**src/rtl/rate_lm_resampler_pkg.sv**
```systemverilog
// Shared constants and parameter helpers for the L/M rate converter.
package rate_pkg;

    localparam logic MODE_ZERO = 1'b0;
    localparam logic MODE_HOLD = 1'b1;

    function automatic int unsigned acc_width(input int unsigned l_up);
        return $clog2(l_up) + 1;
    endfunction

    function automatic int unsigned ptr_width(input int unsigned depth);
        return $clog2(depth);
    endfunction

    // M_DOWN <= L_UP guarantees a slot never needs more than one pop.
    function automatic bit params_legal(input int unsigned width, input int unsigned l_up,
                                        input int unsigned m_down, input int unsigned depth);
        return (width >= 1) && (l_up >= 1) && (l_up <= 16) && (m_down >= 1) &&
               (m_down <= l_up) && (depth >= 2) && ((depth & (depth - 1)) == 0);
    endfunction

    localparam int unsigned DEF_L_UP       = 4;
    localparam int unsigned DEF_FIFO_DEPTH = 4;
    localparam int unsigned ACC_W          = acc_width(DEF_L_UP);
    localparam int unsigned PTR_W          = ptr_width(DEF_FIFO_DEPTH);

endpackage

```
**src/rtl/rate_lm_resampler_if.sv**
```systemverilog
// Sample-in / slot-out bus of the rate converter.
interface rate_lm_resampler_if #(
    parameter int unsigned WIDTH = 8
);
    logic             in_valid;
    logic [WIDTH-1:0] in_data;
    logic             in_ready;
    logic             mode;
    logic             out_ready;
    logic             out_valid;
    logic [WIDTH-1:0] out_data;
    logic             underrun;

    modport master (
        output in_valid, in_data, mode, out_ready,
        input  in_ready, out_valid, out_data, underrun
    );

    modport slave (
        input  in_valid, in_data, mode, out_ready,
        output in_ready, out_valid, out_data, underrun
    );
endinterface

```
**src/rtl/rate_lm_resampler_fifo.sv**
```systemverilog
// Synchronous input FIFO; pointers carry one extra bit to tell full from empty.
module rate_fifo
    import rate_pkg::*;
#(
    parameter int unsigned WIDTH = 8,
    parameter int unsigned DEPTH = 4
) (
    input  logic             clk_div3,
    input  logic             reset,
    input  logic             push,
    input  logic             pop,
    input  logic [WIDTH-1:0] push_data,
    output logic [WIDTH-1:0] head,
    output logic             full,
    output logic             empty
);
    localparam int unsigned PtrW = ptr_width(DEPTH);

    logic [WIDTH-1:0] mem_q [DEPTH];
    logic [PtrW:0]    wr_ptr_q;
    logic [PtrW:0]    rd_ptr_q;
    logic             do_push;
    logic             do_pop;

    assign empty   = (wr_ptr_q == rd_ptr_q);
    assign full    = (wr_ptr_q[PtrW] != rd_ptr_q[PtrW]) &&
                     (wr_ptr_q[PtrW-1:0] == rd_ptr_q[PtrW-1:0]);
    assign head    = mem_q[rd_ptr_q[PtrW-1:0]];
    assign do_push = push && !full;
    assign do_pop  = pop && !empty;

    always_ff @(posedge clk_div3) begin
        if (!reset) begin
            wr_ptr_q <= '0;
            rd_ptr_q <= '0;
        end else begin
            if (do_push) begin
                wr_ptr_q <= wr_ptr_q + (PtrW + 1)'(1);
            end
            if (do_pop) begin
                rd_ptr_q <= rd_ptr_q + (PtrW + 1)'(1);
            end
        end
    end

    // Storage needs no reset; the pointers define what is valid.
    always_ff @(posedge clk_div3) begin
        if (do_push) begin
            mem_q[wr_ptr_q[PtrW-1:0]] <= push_data;
        end
    end

endmodule

```
**src/rtl/rate_lm_resampler.sv**
```systemverilog
// Rational L/M resampler: zero-stuff by L_UP, keep every M_DOWN-th sample, paced by out_ready.
module rate_lm_resampler
    import rate_pkg::*;
#(
    parameter int unsigned WIDTH      = 8,
    parameter int unsigned L_UP       = 4,
    parameter int unsigned M_DOWN     = 3,
    parameter int unsigned FIFO_DEPTH = 4
) (
    input logic                clk_div3,
    input logic                reset,
    rate_lm_resampler_if.slave bus
);
    localparam int unsigned     AccW  = acc_width(L_UP);
    localparam logic [AccW-1:0] LUp   = AccW'(L_UP);
    localparam logic [AccW-1:0] MDown = AccW'(M_DOWN);

    if (!params_legal(WIDTH, L_UP, M_DOWN, FIFO_DEPTH)) begin : g_bad_params
        $error("rate_lm_resampler: illegal parameter combination");
    end

    logic [AccW-1:0]  acc_q, acc_d;
    logic [WIDTH-1:0] cur_q, cur_d;
    logic             cur_valid_q, cur_valid_d;
    logic             out_valid_q, out_valid_d;
    logic [WIDTH-1:0] out_data_q, out_data_d;
    logic             underrun_q, underrun_d;

    logic             fifo_full;
    logic             fifo_empty;
    logic [WIDTH-1:0] fifo_head;
    logic             push;
    logic             pop;
    logic             load;
    logic             slot;
    logic [AccW-1:0]  acc_sum;
    logic             wrap;

    rate_fifo #(
        .WIDTH (WIDTH),
        .DEPTH (FIFO_DEPTH)
    ) u_fifo (
        .clk_div3  (clk_div3),
        .reset     (reset),
        .push      (push),
        .pop       (pop),
        .push_data (bus.in_data),
        .head      (fifo_head),
        .full      (fifo_full),
        .empty     (fifo_empty)
    );

    assign bus.in_ready = !fifo_full;
    assign push         = bus.in_valid && !fifo_full;
    assign load         = !cur_valid_q && !fifo_empty;
    assign slot         = bus.out_ready && cur_valid_q;
    assign acc_sum      = acc_q + MDown;
    assign wrap         = (acc_sum >= LUp);
    // Load and slot are exclusive (cur_valid), so at most one pop per cycle.
    assign pop          = load || (slot && wrap && !fifo_empty);

    always_comb begin
        acc_d       = acc_q;
        cur_d       = cur_q;
        cur_valid_d = cur_valid_q;
        underrun_d  = underrun_q;
        out_valid_d = 1'b0;
        out_data_d  = '0;

        if (load) begin
            cur_d       = fifo_head;
            cur_valid_d = 1'b1;
        end

        if (slot) begin
            out_valid_d = 1'b1;
            if ((acc_q == '0) || (bus.mode == MODE_HOLD)) begin
                out_data_d = cur_q;
            end
            if (wrap) begin
                acc_d = acc_sum - LUp;
                if (!fifo_empty) begin
                    cur_d = fifo_head;
                end else begin
                    // Phase is kept so the next load resumes on the right grid point.
                    cur_valid_d = 1'b0;
                    underrun_d  = 1'b1;
                end
            end else begin
                acc_d = acc_sum;
            end
        end
    end

    always_ff @(posedge clk_div3) begin
        if (!reset) begin
            acc_q       <= '0;
            cur_q       <= '0;
            cur_valid_q <= 1'b0;
            out_valid_q <= 1'b0;
            out_data_q  <= '0;
            underrun_q  <= 1'b0;
        end else begin
            acc_q       <= acc_d;
            cur_q       <= cur_d;
            cur_valid_q <= cur_valid_d;
            out_valid_q <= out_valid_d;
            out_data_q  <= out_data_d;
            underrun_q  <= underrun_d;
        end
    end

    assign bus.out_valid = out_valid_q;
    assign bus.out_data  = out_data_q;
    assign bus.underrun  = underrun_q;

endmodule

```
**src/flat_wrapper.sv**
```systemverilog
// flat-port wrapper written by rule: the top's interface ports become plain ports
module rate_lm_resampler_flat import rate_pkg::*;
#(
    parameter int unsigned WIDTH      = 8,
    parameter int unsigned L_UP       = 4,
    parameter int unsigned M_DOWN     = 3,
    parameter int unsigned FIFO_DEPTH = 4
)
  (clk_div3, reset, bus_in_valid, bus_in_data, bus_mode, bus_out_ready, bus_in_ready, bus_out_valid, bus_out_data, bus_underrun);
  rate_lm_resampler_if #(.WIDTH(WIDTH)) bus_i ();
  input logic clk_div3;
  input logic reset;
  input wire logic [$bits(bus_i.in_valid)-1:0] bus_in_valid;
  input wire logic [$bits(bus_i.in_data)-1:0] bus_in_data;
  input wire logic [$bits(bus_i.mode)-1:0] bus_mode;
  input wire logic [$bits(bus_i.out_ready)-1:0] bus_out_ready;
  output wire logic [$bits(bus_i.in_ready)-1:0] bus_in_ready;
  output wire logic [$bits(bus_i.out_valid)-1:0] bus_out_valid;
  output wire logic [$bits(bus_i.out_data)-1:0] bus_out_data;
  output wire logic [$bits(bus_i.underrun)-1:0] bus_underrun;
  assign bus_i.in_valid = bus_in_valid;
  assign bus_i.in_data = bus_in_data;
  assign bus_i.mode = bus_mode;
  assign bus_i.out_ready = bus_out_ready;
  assign bus_in_ready = bus_i.in_ready;
  assign bus_out_valid = bus_i.out_valid;
  assign bus_out_data = bus_i.out_data;
  assign bus_underrun = bus_i.underrun;
  rate_lm_resampler #(.WIDTH(WIDTH), .L_UP(L_UP), .M_DOWN(M_DOWN), .FIFO_DEPTH(FIFO_DEPTH)) u_core (.clk_div3(clk_div3), .reset(reset), .bus(bus_i));
endmodule
```
**config.mk**
```make
export PLATFORM = sky130hd
export DESIGN_NAME = rate_lm_resampler_flat
export DESIGN_NICKNAME = d
export VERILOG_FILES = /design/src/rtl/rate_lm_resampler_pkg.sv /design/src/rtl/rate_lm_resampler_if.sv /design/src/rtl/rate_lm_resampler_fifo.sv /design/src/rtl/rate_lm_resampler.sv /design/src/flat_wrapper.sv
export SDC_FILE = /design/constraint.sdc
export NUM_CORES = 1
export LEC_CHECK = 0
export ABC_AREA = 1
export CORE_ASPECT_RATIO = 0.9
export CORE_UTILIZATION = 37
export DETAILED_ROUTE_END_ITERATION = 12
export PLACE_DENSITY = 0.6
export SYNTH_ARGS = -nofsm -noshare
export SYNTH_HDL_FRONTEND = slang
export SYNTH_HIERARCHICAL = 1
export SYNTH_SLANG_ARGS = --single-unit
```
**constraint.sdc**
```tcl
create_clock -name clk_div3 -period 4.45 [get_ports clk_div3]
set_input_delay 1.1125 -clock clk_div3 [delete_from_list [all_inputs] [get_ports clk_div3]]
set_output_delay 1.1125 -clock clk_div3 [all_outputs]
set_load 0.05 [all_outputs]
```
Word-level counts from Yosys, hierarchy flattened --
Memories as Yosys holds them, arrays and structs flattened. A register that Yosys moved wholly into a read port is not among the register bits. Index checks and enable logic that the tools add are counted.
Operators by class: $add $sub $neg 4, $lt $le $gt $ge 1, eq/ne operators 3, multiplexer cells 14, reduce and logical (&&, ||, !) cells 16
Operators by type and width (count):
- 8-bit two-way mux | 4
- 1-bit logical AND | 8
- 1-bit two-way mux | 7
- 3-bit by 1-bit adder with 3-bit output, second input constant | 2
- 3-bit AND reduction | 2
- 2-bit two-way mux | 2
- 3-bit by 2-bit adder with 3-bit output, second input constant | 1
- 3-bit == test | 1
- 3-bit greater-or-equal comparator, second input constant | 1
- 1-bit zero test | 3
- 3-bit zero test | 1
- 3-bit two-way mux | 1
- 3-bit subtractor, second input constant | 1
- 2-bit == test | 1
- 1-bit logical OR | 2
- 1-bit inequality test | 1
Storage, ports and cells: flip-flop bits (word level) 28, memory bits (writable) 32, input port bits 13, memories kept 1
Memories:
- u_core.u_fifo.mem_q | words 4, width 8, read ports 1, clocked after Yosys merged registers in 1, write ports 1, RTL line rate_lm_resampler_fifo.sv:19 | logic [WIDTH-1:0] mem_q [DEPTH];

Longest topological paths before layout --
word-level depth 8, depth in mapped cells 13

By module --
Netlist, hierarchy kept.
By module, submodules not included:
- rate_fifo | instances 1, cells each 150, area an instance 1677.9 µm², seq. area each 1121.1 µm²
- rate_lm_resampler | instances 1, cells each 102, area an instance 803.3 µm², seq. area each 420.4 µm²

Worst setup path after synthesis --
OpenSTA, ideal clock, no wires.
kind in2reg, start point input bus_in_valid, end point memory u_core.u_fifo.mem_q[0][0], enable pin, library setup time 0.371 ns, data arrival time 1.793 ns, required time 4.079 ns, slack 2.286 ns, stages on the path 4, buffers on the path 0, cells stage by stage inv_1 > nor2_1 > nand2_4 > nor2_1
Between the ends: word-level cells in the longest chain between the ends 4
Ends and longest elaborated chain:
- from (decl) | RTL line flat_wrapper.sv:13 | input wire logic [$bits(bus_i.in_valid)-1:0] bus_in_valid;
- 1-bit logical AND | RTL line rate_lm_resampler.sv:54 | assign push = bus.in_valid && !fifo_full;
- net u_core.push | RTL line rate_lm_resampler.sv:32 | logic push;
- 1-bit logical AND | RTL line rate_lm_resampler_fifo.sv:29 | assign do_push = push && !full;
- 1-bit two-way mux | RTL line rate_lm_resampler_fifo.sv:48 | if (do_push) begin
- 1-bit two-way mux (not written as such) | RTL line rate_lm_resampler_fifo.sv:49 | mem_q[wr_ptr_q[PtrW-1:0]] <= push_data;
- to (decl) | RTL line rate_lm_resampler_fifo.sv:19
The timed path passes the listed nets, and every way through them passes these cells.

Worst setup path after layout --
start point register u_core.u_fifo.rd_ptr_q[0], end point output bus_in_ready
Between the ends: word-level cells in the longest chain between the ends 3
Ends and longest elaborated chain:
- from (decl) | RTL line rate_lm_resampler_fifo.sv:21 | logic [PtrW:0] rd_ptr_q;
- from (signal assigned) | RTL line rate_lm_resampler_fifo.sv:41 | rd_ptr_q <= rd_ptr_q + (PtrW + 1)'(1);
- 2-bit == test | RTL line rate_lm_resampler_fifo.sv:27 | (wr_ptr_q[PtrW-1:0] == rd_ptr_q[PtrW-1:0]);
- 1-bit logical AND | RTL line rate_lm_resampler_fifo.sv:26 | assign full = (wr_ptr_q[PtrW] != rd_ptr_q[PtrW]) &&
- net u_core.fifo_full | RTL line rate_lm_resampler.sv:29 | logic fifo_full;
- 1-bit zero test | RTL line rate_lm_resampler.sv:53 | assign bus.in_ready = !fifo_full;
- to (decl) | RTL line flat_wrapper.sv:17 | output wire logic [$bits(bus_i.in_ready)-1:0] bus_in_ready;
The timed path passes the listed nets, and every way through them passes these cells.

==> results.md <==
- The kind of end point of the critical path is a primary output.
- For the pin with the worst max-slew slack, the measured transition is 0.681 ns.
- The post-synthesis sequential area ratio is 62.1%.
- The setup TNS after final layout is 0 ns.
- The floorplan die area is 7040 um^2.
- The worst path uses 70.0% of the clock period.
- The tool flagged a number of max-cap violations equal to 0.
- The first global-routing pass estimated 7.16 mm of wire.
- The static leakage is 1.23 nW.
- Across the routed clock network, the largest skew measured is 0.00552 ns.
- The final number of hold-violating endpoints is 0.
- The final-report setup violation count is 0.
- The data required time of the critical path is 3.34 ns.
- The cell count after synthesis came out at 252.
- Setup repair after global routing left no endpoint under its margin.
- The average via count per standard cell is 4.44.
- After layout, the minimum clock period comes to 3.11 ns.
- The cell area power density is 578 nW/um^2.
- The initial antenna violation count is 0.
- The chip height is 79.7 um.
- In this run the worst setup path begins at u_core/u_fifo/rd_ptr_q[0].
- The via count of the first global-routing pass came to 1553.
- The synthesized design contains 61 register bits.
- The top metal layer carrying routed signals is met4.
- Global routing consumed, over all layers together, 14.2% of the routing resources.
- Cells fill 47.5% of the core in the end.
- For this run the aggregate overflow at the end of global routing stands at 0.
- The pin count of the biggest net entering global routing is 18.
- The width of the die is 88.3 um.
- The buffer levels on the longest clock path is 2.
- In this run the remaining antenna-violating nets after routing total 0.
- The site row count is 27.
- The HPWL after detailed placement is 3.09 mm.
- After synthesis, the netlist uses 22 different library cells.
- The quantity of gates resized following cts is 0.
- The startpoint identified for the worst register-to-register timing path is u_core/u_fifo/rd_ptr_q[0].
- The final weighted congestion in routability-driven placement is 0.752.
- In this run the worst path has a maximum fanout of 3.
- The clock tree from TritonCTS is yes.
- The H-tree was split into 3 levels.
- The total CTS buffers is 9.
- The arrival time of data at the critical path endpoint is 2.00 ns.
- In this run the post-CTS setup repair buffer count came out at 0.
- The final hold slack is 0.426 ns.
- The final layout contains routed wiring with a total length of 4.35 mm.
- The maximum vdd drop is 0.233 mV.
- The number of slew-limit violations in the final report is 0.
- The routed length on met3 is 214 um.
- For this block, the via count after detailed routing is 1664.
- The synthesis-to-finish area growth is 20.3%.
- The number of inserted filler cells in the final layout is 607.
- The multi-input combinational cell area is 769 um^2.
- The clock tree root driver cell is sky130_fd_sc_hd__clkbuf_8.
- The per-cell routed wire length is 11.6 um.
- The clock edge transition at the registers on the reported setup and hold paths is 0.06 ns.
- For this design the top-level I/O count stands at 24.
- In this run the worst hold path is classified as reg -> reg.
- The number of warnings reported in the yosys synthesis log is 6.
- Timing would allow up to 0.321 GHz.
- The worst register-to-register path has a setup slack of 2.38 ns.
- The total of buffers placed on input and output ports is 23.
- The clock sink count is 61.
- The total core area is 6280 um^2.
- In this run, the number of DRC markers left after iteration 0 of detailed routing was 65.
- The register area is 1540 um^2.
- The clock reaches the later pin of the worst-skew pair after 0.33 ns.
- The share of post-route cells with drive strength above 1 is 12.5%.
- The effective utilization at floorplan is 39.5%.
- The flow ran to the end, and the final reports show no timing, DRC or antenna violations.
- Headroom to the max-slew limit came out at 54.4%.
- The average cell area after synthesis is 9.85 um^2.
- In the detailed route, the total length drawn on met2 is 1.90 mm.
- Excluding fillers, the count of instances in the completed layout stands at 375.
- The pre-antenna-repair detailed-routing pass consisted of 4 iterations.
- After synthesis the cells add up to 2480 um^2.
- The number of hold buffers added after CTS was 0.
- In this run, placement finished with an instance count of 359.
- After detailed routing, the number of remaining DRC violations is 0.
- The worst setup path is of the reg -> out kind.
- The type of element launching the critical path is a flop.
- The number of antenna repair diodes is 0.
- After detailed routing, the wire length on met1 is 2.15 mm.
- The net count after synthesis is 272.
- The net count reported at finish is 303.
## critical path: stages (launching register included)
cell	delay [ns]
sky130_fd_sc_hd__dfxtp_1	0.39
sky130_fd_sc_hd__inv_1	0.11
sky130_fd_sc_hd__nand2_1	0.07
sky130_fd_sc_hd__nand2_1	0.09
sky130_fd_sc_hd__nand3_2	0.12
sky130_fd_sc_hd__inv_1	0.06
sky130_fd_sc_hd__inv_1	0.05
sky130_fd_sc_hd__clkdlybuf4s50_1	0.79
## final cells by class
type                            count  area share [%]
Sequential cell                    61            51.6
Multi-Input combinational cell    148            25.8
Timing Repair Buffer               23            7.71
Inverter                           40            5.11
Clock buffer                       11            4.40
Tap cell                           87            3.65
Clock inverter                      5            1.72
## cells in the mapped netlist
| cell | number | area [um^2] |
|---|---|---|
| sky130_fd_sc_hd__nand2_4 | 5 | 56.3 |
| sky130_fd_sc_hd__nor2_2 | 5 | 31.3 |
| sky130_fd_sc_hd__nand2_1 | 32 | 120 |
| sky130_fd_sc_hd__buf_4 | 1 | 7.51 |
| sky130_fd_sc_hd__a31oi_1 | 1 | 6.26 |
| sky130_fd_sc_hd__inv_4 | 1 | 6.26 |
| sky130_fd_sc_hd__a21oi_1 | 4 | 20.0 |
| sky130_fd_sc_hd__nand2_2 | 4 | 25.0 |
| sky130_fd_sc_hd__nand3_1 | 8 | 40.0 |
| sky130_fd_sc_hd__inv_2 | 4 | 15.0 |
| sky130_fd_sc_hd__inv_1 | 35 | 131 |
| sky130_fd_sc_hd__dfxtp_1 | 29 | 581 |
| sky130_fd_sc_hd__nor2_4 | 1 | 11.3 |
| sky130_fd_sc_hd__o22ai_1 | 8 | 50.1 |
| sky130_fd_sc_hd__edfxtp_1 | 32 | 961 |
| sky130_fd_sc_hd__nand3_2 | 2 | 20.0 |
| sky130_fd_sc_hd__o21ai_0 | 16 | 80.1 |
| sky130_fd_sc_hd__nor2_1 | 52 | 195 |
| sky130_fd_sc_hd__buf_2 | 2 | 10.0 |
| sky130_fd_sc_hd__ha_1 | 7 | 87.6 |
| sky130_fd_sc_hd__o21ai_4 | 1 | 16.3 |
| sky130_fd_sc_hd__o21ai_1 | 2 | 10.0 |
## per-stage QoR
stage / power [mW] / instance area [um^2] / worst slack (ns)
2_1_floorplan: 1.16 / 2480 / 2.29
3_3_place_gp: 1.27 / 2800 / 1.66
3_5_place_dp: 1.28 / 2800 / 1.64
4_1_cts: 1.74 / 2990 / 1.33
5_1_grt: 1.85 / 2990 / 1.22
6_report: 1.73 / 2990 / 1.34
## logic make-up after synthesis
logic type	Yosys count	share of synthesized area (%)
flops	61	62.1
compound gates	32	7.36
simple gates	109	20.1
fa+ha+maj	7	3.53
buf+inv	43	6.86
## report_power, final
part / switching, mW / total, mW / internal (mW) / leakage, nW
Clock: 0.204 / 0.459 / 0.255 / 0.0907
Sequential: 0.0702 / 0.756 / 0.686 / 0.532
Combinational: 0.332 / 0.510 / 0.178 / 0.611
Total: 0.606 / 1.73 / 1.12 / 1.23
## cell usage in the layout, fill, tap and decap left out
cell	netlist	layout
sky130_fd_sc_hd__o21ai_0	16	16
sky130_fd_sc_hd__edfxtp_1	32	32
sky130_fd_sc_hd__clkbuf_1	0	2
sky130_fd_sc_hd__nand2_2	4	4
sky130_fd_sc_hd__nor2_4	1	1
sky130_fd_sc_hd__clkinv_2	0	2
sky130_fd_sc_hd__clkdlybuf4s50_1	0	23
sky130_fd_sc_hd__inv_2	4	4
sky130_fd_sc_hd__dfxtp_1	29	29
sky130_fd_sc_hd__nand2_4	5	5
sky130_fd_sc_hd__bufinv_16	0	1
sky130_fd_sc_hd__inv_4	1	1
sky130_fd_sc_hd__clkinv_1	0	1
sky130_fd_sc_hd__o21ai_1	2	2
sky130_fd_sc_hd__clkbuf_8	0	9
sky130_fd_sc_hd__nand2_1	32	32
sky130_fd_sc_hd__nand3_1	8	8
sky130_fd_sc_hd__o22ai_1	8	8
sky130_fd_sc_hd__o21ai_4	1	1
sky130_fd_sc_hd__inv_1	35	35
sky130_fd_sc_hd__a21oi_1	4	4
sky130_fd_sc_hd__nand3_2	2	2
sky130_fd_sc_hd__a31oi_1	1	1
sky130_fd_sc_hd__clkinvlp_4	0	1
sky130_fd_sc_hd__nor2_2	5	5
sky130_fd_sc_hd__ha_1	7	7
sky130_fd_sc_hd__nor2_1	52	52
## worst paths after layout
check,to,cells after the start
max reg2reg,u_core/u_fifo/mem_q[2][2],8
min,u_core/bus.out_data[6],2
min reg2reg,u_core/bus.out_data[6],2
max,bus_in_ready,7
## per-layer routing
layer	track usage [%]	up-vias
met3	5.58	8
li1	-	869
met5	0	-
met1	17.5	745
met4	7.26	0
met2	21.5	42
Power figures use the tool's default switching activity.
